[src/rtl/collector_pkg.sv]
// Shared constants and the output slot type for the child response collector.
package collector_pkg;

    localparam int NUM_CHILD_DEF = 5;
    localparam int DATA_W_DEF    = 16;
    localparam int IDX_W_DEF     = $clog2(NUM_CHILD_DEF);
    localparam int CNT_W         = 16;

    typedef struct packed {
        logic [DATA_W_DEF-1:0] data;
        logic [IDX_W_DEF-1:0]  idx;
    } resp_t;

endpackage

[src/rtl/rr_arbiter.sv]
// Round-robin arbiter: grants the first requester at or after ptr, then moves
// ptr just past the winner. Grants are suppressed while enable is low.
module rr_arbiter #(
    parameter int N     = 5,
    parameter int IDX_W = (N > 1) ? $clog2(N) : 1
) (
    input  logic             clk,
    input  logic             rst_n,
    input  logic [N-1:0]     req,
    input  logic             enable,
    output logic [N-1:0]     grant,
    output logic [IDX_W-1:0] grant_idx
);

    logic [IDX_W-1:0] ptr;
    logic [IDX_W:0]   cand;
    logic             found;

    always_comb begin
        // NOTE: every output gets a default before the loop, so no path can infer a latch.
        grant     = '0;
        grant_idx = '0;
        found     = 1'b0;
        cand      = '0;
        for (int k = 0; k < N; k++) begin
            cand = {1'b0, ptr} + (IDX_W+1)'(k);
            if (cand >= (IDX_W+1)'(N)) begin
                cand = cand - (IDX_W+1)'(N);
            end
            if (enable && !found && req[cand[IDX_W-1:0]]) begin
                found                   = 1'b1;
                grant[cand[IDX_W-1:0]]  = 1'b1;
                grant_idx               = cand[IDX_W-1:0];
            end
        end
    end

    // NOTE: state registers use non-blocking assignments so all flops update together at the edge.
    always_ff @(posedge clk or negedge rst_n) begin
        if (!rst_n) begin
            ptr <= '0;
        end else if (found) begin
            ptr <= (grant_idx == IDX_W'(N - 1)) ? '0 : grant_idx + 1'b1;
        end
    end

endmodule

[src/rtl/child_response_collector.sv]
// Collects responses from the child ports into one registered slot toward the
// parent, tagging each with its child index and counting forwarded responses.
module child_response_collector
    import collector_pkg::*;
#(
    parameter int NUM_CHILD = NUM_CHILD_DEF,
    parameter int DATA_W    = DATA_W_DEF,
    parameter int IDX_W     = $clog2(NUM_CHILD)
) (
    input  logic                        clk,
    input  logic                        rst_n,
    input  logic [NUM_CHILD-1:0]        in_valid,
    input  logic [NUM_CHILD*DATA_W-1:0] in_data,
    output logic [NUM_CHILD-1:0]        in_ready,
    output logic                        out_valid,
    output logic [DATA_W-1:0]           out_data,
    output logic [IDX_W-1:0]            out_idx,
    input  logic                        out_ready,
    output logic [CNT_W-1:0]            resp_count
);

    resp_t              slot;
    logic               slot_free;
    logic               any_grant;
    logic [NUM_CHILD-1:0] grant;
    logic [IDX_W-1:0]   grant_idx;
    logic [DATA_W-1:0]  sel_data;

    assign slot_free = !out_valid || out_ready;

    rr_arbiter #(
        .N     (NUM_CHILD),
        .IDX_W (IDX_W)
    ) u_arb (
        .clk       (clk),
        .rst_n     (rst_n),
        .req       (in_valid),
        .enable    (slot_free),
        .grant     (grant),
        .grant_idx (grant_idx)
    );

    assign in_ready  = grant;
    assign any_grant = |grant;

    // One-hot mux keeps in_data off the in_ready path entirely.
    always_comb begin
        sel_data = '0;
        for (int i = 0; i < NUM_CHILD; i++) begin
            if (grant[i]) begin
                sel_data = in_data[i*DATA_W +: DATA_W];
            end
        end
    end

    always_ff @(posedge clk or negedge rst_n) begin
        if (!rst_n) begin
            out_valid  <= 1'b0;
            slot       <= '0;
            resp_count <= '0;
        end else begin
            if (slot_free) begin
                out_valid <= any_grant;
                if (any_grant) begin
                    slot.data <= DATA_W_DEF'(sel_data);
                    slot.idx  <= IDX_W_DEF'(grant_idx);
                end
            end
            if (out_valid && out_ready && (resp_count != {CNT_W{1'b1}})) begin
                resp_count <= resp_count + 1'b1;
            end
        end
    end

    assign out_data = DATA_W'(slot.data);
    assign out_idx  = IDX_W'(slot.idx);

endmodule

[config.mk]
export PLATFORM = sky130hd
export DESIGN_NAME = child_response_collector
export DESIGN_NICKNAME = d
export VERILOG_FILES = /design/src/rtl/collector_pkg.sv /design/src/rtl/rr_arbiter.sv /design/src/rtl/child_response_collector.sv
export SDC_FILE = /design/constraint.sdc
export NUM_CORES = 1
export LEC_CHECK = 0
export BUFFER_PORTS_ARGS = -buffer_cell sky130_fd_sc_hd__buf_2
export CAP_MARGIN = 40
export CORE_ASPECT_RATIO = 0.7
export CORE_MARGIN = 2
export CORE_UTILIZATION = 30
export CTS_BUF_LIST = sky130_fd_sc_hd__clkbuf_8
export CTS_CLUSTER_SIZE = 25
export DETAILED_ROUTE_END_ITERATION = 12
export GPL_ROUTABILITY_DRIVEN = 1
export PLACE_DENSITY = 0.61
export SYNTH_ARGS = -nofsm -noshare
export SYNTH_HDL_FRONTEND = slang
export SYNTH_HIERARCHICAL = 1
export SYNTH_SLANG_ARGS = --single-unit
export TNS_END_PERCENT = 100
[constraint.sdc]
create_clock -name clk -period 5 [get_ports clk]
set_input_delay 0.5 -clock clk [delete_from_list [all_inputs] [get_ports clk]]
set_output_delay 0.5 -clock clk [all_outputs]
set_load 0.1 [all_outputs]
==> results.md, run 1 <==
- The predominant post-synthesis flop cell is dfrtp_1.
- The flow ran to the end, and the final reports show no timing, DRC or antenna violations.
- The final cycle utilization of the critical path is 0.937.
- For this design, the sink count on the clock tree is 39.
- The clock passes through at most 2 buffers.
- The level count of the clock H-tree is 2.
- Detailed placement finished with a half-perimeter wire length of 8.98 mm.
- The final worst-path setup slack is 316 ps.
- Entering global routing, the biggest net connects 36 pins.
- The total cell area at the placement stage is 4560 sq um.
- The CTS tree is yes.
- The residual antenna-violating net count after detailed routing is 0.
- After detailed routing, the total wire length is 11.3 mm.
- The top-area cell type share of the netlist area is 0.269.
- Each instance of the synthesized netlist takes up on average 8.20 sq um.
- The cts-stage hold buffer count is 0.
- The worst setup timing slack at the placement stage is 461 ps.
- The area added between synthesis and finish is 29.5%.
- Along the worst path, the maximum fanout reaches 33.
- The source-to-sink clock delay at the later pin of the worst-skew pair is 290 ps.
- After layout, the minimum clock period comes to 4680 ps.
- The area of the mapped netlist is 3630 sq um.
- The die covers 13,000 sq um.
- The tool flagged a number of max-cap violations equal to 0.
- The min-delay analysis places its worst path in the category in -> async.
- By area the synthesized netlist is led by dfrtp_1, a21oi_1, a221oi_1.
- After detailed routing, the number of vias per cell comes to 5.52.
- The via count of the first global-routing pass is 3,462.
- The transition at the pin with the smallest max-transition slack is 787 ps.
- For this design the top-level I/O count stands at 129.
- For this block, the via count after detailed routing is 3,947.
- The count of pins over their slew limit is 0.
- The critical path arrival is 4180 ps.
- The die span in x is 135 um.
- The library cells used most frequently in the layout, excluding fill and tap cells, are buf_2, a21oi_1, dfrtp_1.
- STA classifies the critical path endpoint as an output port.
- The final-report hold violation count is 0.
- The most frequent standard cell in the layout excluding fill and tap cells is buf_2.
- The final clock skew is 5.14 ps.
- The number of warnings printed during yosys synthesis is 6.
- The first global-routing pass estimated 17.6 mm of wire.
- The post-route core utilization is 0.399.
- The total non-filler cell area in the finished layout is 4700 sq um.
- The tree is rooted in a clkbuf_8.
- The post-detailed-route DRC marker count is 0.
- Clock-pin slew was measured on the worst setup and hold paths at 80 ps.
- The routed length on met2 is 5.12 mm.
- Buffers added to address setup during post-CTS repair amount to 0.
- The total of fill cells in the finished design is 1,209.
- The number of storage elements in the synthesis netlist is 39.
- Counting every net in the synthesized netlist gives 542.
- The highest routed metal layer is met4.
- The number of antenna violations at the first check in global routing is 0.
- The number of detailed-routing iterations run before antenna repair is 5.
- The number of antenna diodes in the final layout is 0.
- The global-route total usage across every layer is 0.168.
- Timing would allow up to 213 MHz.
- Of the synthesized area, sequential elements account for 0.269.
- The number of synthesized flops with an enable pin is 0.
- In the final layout, flip-flops and latches occupy 980 sq um.
- The first routing iteration left 299 violations.
- Setup repair after global routing left no endpoint under its margin.
- In the final layout, the multi-input gates occupy 2500 sq um.
- The final layout contains 657 nets.
- The number of buffers inserted during clock tree synthesis is 5.
- Row generation in the floorplan step produced 33 rows.
- The count of mapped cells out of synthesis is 442.
- The length of routed wiring on met1 is 5.30 mm.
- At the worst endpoint, the required time is 4500 ps.
- The worst setup path category is reg -> out.
- The startpoint type of the worst setup path is a register.
- The final weighted congestion of routability-driven global placement is 0.960.
- Detailed routing placed a total of 772 um of wire on met3.
- The die is 96.0 um tall.
- For this configuration, the core starts out at a cell density of 0.308.
- The total overflow reported by the global router is 0.
- The post-cts resize count is 0.
- The headroom to the max-slew limit is 0.472.
- The fraction of synthesis flops using an asynchronous set or reset pin is 1.00.
- The wire length per cell after detailed routing is 15.8 um.
- The synthesized netlist contains 70 unique library cells.
- Input and output buffers added on the ports amount to 128.
- The core box area is 11,800 sq um.
- In the final layout, the share of cells above drive strength 1 is 0.351.
- The largest area contributor in the synthesized netlist is dfrtp_1.
- Setup violations remaining at the end of the flow were counted as 0.
-- final timing paths --
check                             start             to  slack (ps)  cells past startpoint
setup / recovery           u_arb/ptr[1]    in_ready[2]         320                     13
hold / removal                    rst_n  resp_count[6]          80                      1
setup reg to reg           u_arb/ptr[2]     out_idx[0]         340                     14
hold reg to reg            out_data[14]   out_data[14]         480                      2
max in group asynchronous         rst_n   u_arb/ptr[0]        4450                      2
min in group clk           out_data[14]   out_data[14]         480                      2
-- per-layer routing --
metal | global-route usage | vias up
li1 | - | 1896
met1 | 0.249 | 1888
met2 | 0.250 | 153
met3 | 0.0390 | 10
met4 | 0.0321 | 0
met5 | 0 | -
-- area by class of cell --
class	instances	share of cell area
timing repair buffer	138	0.167
clock inverter	3	0.0136
sequential	39	0.209
tap	157	0.0418
clock buffer	5	0.0147
multi-input combinational	346	0.532
inverter	27	0.0221
-- flip-flops by register name (all words and copies together) (netlist names) --
name and count:
resp_count 16, out_data 16, u_arb/ptr 3, out_idx 3, out_valid 1
-- logic make-up (layout without fill, tap and decap cells) --
kind of cell,count (synthesis),count (layout),synth area share
DFF,39,39,0.269
buffers and inverters,57,173,0.0707
adders and majority gates,12,12,0.0435
muxes,11,11,0.0328
AOI/OAI and AO/OA,165,165,0.327
xor gates and xnor gates,13,13,0.0314
and+or+nand+nor,145,145,0.226
-- critical path, cell delays in order, from the launching register on --
cell and delay [ps]:
dfrtp_2 560, inv_4 100, ha_2 210, ha_1 550, a21boi_0 220, a2111oi_2 320, a311oi_1 110, o211ai_1 380
nand4_4 180, or3_4 440, nand2b_4 150, nand4b_1 130, buf_4 310, buf_12 220
-- Yosys cell counts, types with 4 or more instances --
| cell | number |
|---|---|
| a211o_1 | 4 |
| a211oi_1 | 4 |
| a21oi_1 | 47 |
| a221oi_1 | 19 |
| a22o_1 | 15 |
| a31oi_1 | 6 |
| and2_1 | 4 |
| and3_1 | 7 |
| and4_1 | 5 |
| buf_2 | 10 |
| clkbuf_1 | 14 |
| dfrtp_1 | 39 |
| ha_1 | 11 |
| inv_1 | 27 |
| mux2_2 | 7 |
| mux2i_1 | 4 |
| nand2_1 | 29 |
| nand2b_1 | 8 |
| nand3_1 | 8 |
| nand4_1 | 8 |
| nor2_1 | 25 |
| nor2b_1 | 22 |
| nor3_1 | 8 |
| o21ai_0 | 16 |
| o31ai_1 | 18 |
| xnor2_1 | 9 |
| xor2_1 | 4 |
-- per-stage QoR --
step | TNS [ps] | hold WS [ps] | instances
after CTS | 0 | 85.7 | 715
after global placement | 0 | 464 | 706
after floorplan | -4120 | 204 | 442
final | 0 | 84.4 | 715
after global routing | 0 | 90.2 | 715
after detailed placement | 0 | 413 | 707
Power of run 1 is left out: the tool's default activity adds up to more than one toggle a clock period on the data nets, which glitch-free logic cannot reach.
==> run 2: changes to the inputs <==
--- a/config.mk
+++ b/config.mk
@@ -5,16 +5,18 @@
 export SDC_FILE = /design/constraint.sdc
 export NUM_CORES = 1
 export LEC_CHECK = 0
+export ABC_AREA = 0
 export BUFFER_PORTS_ARGS = -buffer_cell sky130_fd_sc_hd__buf_2
 export CAP_MARGIN = 40
 export CORE_ASPECT_RATIO = 0.7
 export CORE_MARGIN = 2
-export CORE_UTILIZATION = 30
+export CORE_UTILIZATION = 52
 export CTS_BUF_LIST = sky130_fd_sc_hd__clkbuf_8
 export CTS_CLUSTER_SIZE = 25
 export DETAILED_ROUTE_END_ITERATION = 12
 export GPL_ROUTABILITY_DRIVEN = 1
-export PLACE_DENSITY = 0.61
+export GPL_TIMING_DRIVEN = 0
+export PLACE_DENSITY = 0.91
 export SYNTH_ARGS = -nofsm -noshare
 export SYNTH_HDL_FRONTEND = slang
 export SYNTH_HIERARCHICAL = 1
==> run 2 against run 1 <==
  * Worst hold slack better by 81 ps
  * Routed wire length rose by 11%
  * Register-to-register slack got worse by 180 ps
  * Fmax is 3.3% lower
  * Final cell count fell by 5.6%
  * Die area down 41%
  * Critical path depth is 7 higher
  * Highest routed layer unchanged
==> results.md, run 2 (synthesized netlist as in run 1, its figures left out) <==
- Setup repair after global routing left no endpoint under its margin.
- The wire length per cell after detailed routing is 18.7 um (+18%).
- The core box area came to 6760 sq um (-43%).
- The sequential cell area in the final layout is 980 sq um (unchanged).
- Leaving out fill and tap cells, the most frequent cells in the layout are buf_2, a21oi_1, dfrtp_1.
- The total number of placement rows was 25 (-24%).
- The run finished with clean final reports.
- The final cycle utilization of the critical path is 0.968 (+0.0316).
- The final-report hold violation count was 0 (unchanged).
- The area added between synthesis and finish is 28.6%.
- The largest individual stage delay along the critical path comes from the cell or4_4.
- The net count of the finished layout is 680 (+3.5%).
- The total routed wirelength was 12.6 mm (+11%).
- The worst hold-check slack is 166 ps (+81.5 ps).
- The via density per instance is 6.41 (+16%).
- The number of buffers on the longest clock path is 2 (unchanged).
- The critical path arrival is 5030 ps (+850 ps).
- The count of pins over their slew limit is 0 (unchanged).
- The cell family contributing the most delay on the critical path is compound AO/OA/AOI/OAI gates.
- The area of the die came to 7670 sq um (-41%).
- TritonCTS built the clock tree.
- The fraction of final layout cells with drive strength greater than 1 was 0.356 (+0.00503).
- The total buffers and inverters traversed by the critical path is 5 (+2).
- The number of buffers inserted during clock tree synthesis was 5 (unchanged).
- The critical-path maximum fanout is 11 (-67%).
- The number of maximum-capacitance constraint violations is 0 (unchanged).
- The global-route total usage across every layer is 0.318 (+0.149).
- The pin count of the biggest net entering global routing is 40 (+11%).
- STA classifies the critical path startpoint as a register.
- The setup slack of the most critical reg-to-reg path is 160 ps (-180 ps).
- The headroom to the max-slew limit is 0.470 (-0.00205).
- The total of fill cells in the finished design is 564 (-53%).
- The final weighted congestion of routability-driven global placement is 0.964 (+0.40%).
- The final-report setup violation count is 0 (unchanged).
- The die span in x is 104 um (-23%).
- The number of antenna violations at the first check in global routing is 0 (unchanged).
- The cts-stage hold buffer count is 0 (unchanged).
- The cell at the root of the clock tree is clkbuf_8.
- The critical path in this run is classified as reg -> reg.
- The number of detailed-routing iterations run before antenna repair is 5 (unchanged).
- The fmax is 207 MHz (-3.3%).
- The class of the worst hold path is in -> async.
- The worst setup timing slack at the placement stage is 250 ps (-211 ps).
- The number of vias after detailed routing is 4,324 (+9.6%).
- The count of antenna diodes in the layout came to 0 (unchanged).
- The clock-pin slew of the registers on the worst-case setup and hold paths was 90 ps (about the same).
- The first-pass GRT wire length is 19.5 mm (+11%).
- The final worst-path setup slack is 158 ps (-158 ps).
- The signal on the critical path passes through inv_2, buf_6, ha_4, inv_2, fa_2, nand2b_4, o21ai_2, nor2_1, o41ai_2, a2bb2o_4, nand4_1, o22ai_1, a211oi_1, o31ai_2, buf_6, or4_4, o21ai_4, buf_6, a21oi_1, a22o_1.
- The delay of the slowest critical-path stage came to 540 ps (-20 ps).
- The die boundary height came to 73.9 um (-23%).
- The most used cell along the critical path is buf_6.
- The level count of the clock H-tree came to 2 (unchanged).
- The transition at the pin with the smallest max-transition slack is 790 ps (+3.06 ps).
- The critical path data required time is 5190 ps (+690 ps).
- The minimum period implied by the final worst setup slack is 4840 ps (+158 ps).
- The multi-input logic area is 2510 sq um (+0.60%).
- The via count of the first global-routing pass is 3,824 (+10%).
- The library cell used most frequently in the layout, excluding fill and tap cells, is buf_2.
- The number of placed I/O pins came to 129 (unchanged).
- The final clock skew is 8.27 ps (+3.13 ps).
- The post-detailed-route DRC marker count is 0 (unchanged).
- The total cell area at the placement stage is 4530 sq um (-0.85%).
- The HPWL after detailed placement was 9.72 mm (+8.2%).
- The source-to-sink clock delay at the later pin of the worst-skew pair was 300 ps (about the same).
- The number of design-rule violations left by the first detailed-router iteration is 548 (+83%).
- The total overflow reported by the global router is 0 (unchanged).
- The post-route core utilization is 0.690 (+0.291).
- The total non-filler cell area in the finished layout is 4660 sq um (-0.72%).
- The residual antenna-violating net count after detailed routing is 0 (unchanged).
- The initial core utilization was 0.537 (+0.229).
- The count of buffers from port buffering is 128 (unchanged).
- STA classifies the critical path endpoint as a register.
- The clock sink count is 39 (unchanged).
## run 2: changes by cell type in the layout (fill, tap and decap cells not counted), moves of 2 or more
cell and delta:
buf_12 -4, buf_4 -4, clkbuf_1 +12, buf_2 +8, buf_6 +7, bufinv_16 -2
clkbuf_4 +2
## run 2: cell type report
cell class | instances | share of cell area
buffer | 30 | 0.0397
multi-input combinational | 346 | 0.539
clock buffer | 5 | 0.0148
clock inverter | 3 | 0.00349
sequential | 39 | 0.210
inverter | 27 | 0.0223
timing repair buffer | 131 | 0.145
tap | 94 | 0.0252
## run 2: through the flow
stage	cells	setup TNS [ps]
2_1_floorplan	442	-4120
3_3_place_gp	664	0
3_5_place_dp	664	0
4_1_cts	672	0
5_1_grt	675	0
6_report	675	0
## run 2: layer usage
| metal | part of all wire | GRT usage | up-vias | routed length (um) |
|---|---|---|---|---|
| li1 | - | - | 1941 | - |
| met1 | 0.42 | 0.455 | 2042 | 5230 |
| met2 | 0.46 | 0.500 | 312 | 5740 |
| met3 | 0.12 | 0.0639 | 29 | 1460 |
| met4 | 0.013 | 0.0706 | 0 | 165 |
| met5 | 0 | 0 | - | 0 |
## run 2: final timing paths
kind                                  end           start  cells after the start
setup / recovery              out_data[7]    u_arb/ptr[0]                     20
hold / removal             resp_count[10]           rst_n                      2
setup reg to reg              out_data[7]    u_arb/ptr[0]                     20
hold reg to reg            resp_count[10]  resp_count[10]                      1
max in group asynchronous    u_arb/ptr[1]           rst_n                      2
min in group clk           resp_count[10]  resp_count[10]                      1
## run 2: what timing repair did
action                                  4_1_cts  5_1_grt
endpoints found under the setup margin        0       18
gates resized for setup                       0        3
buffers inserted                              0        2
Power of run 2 is left out for the same reason.
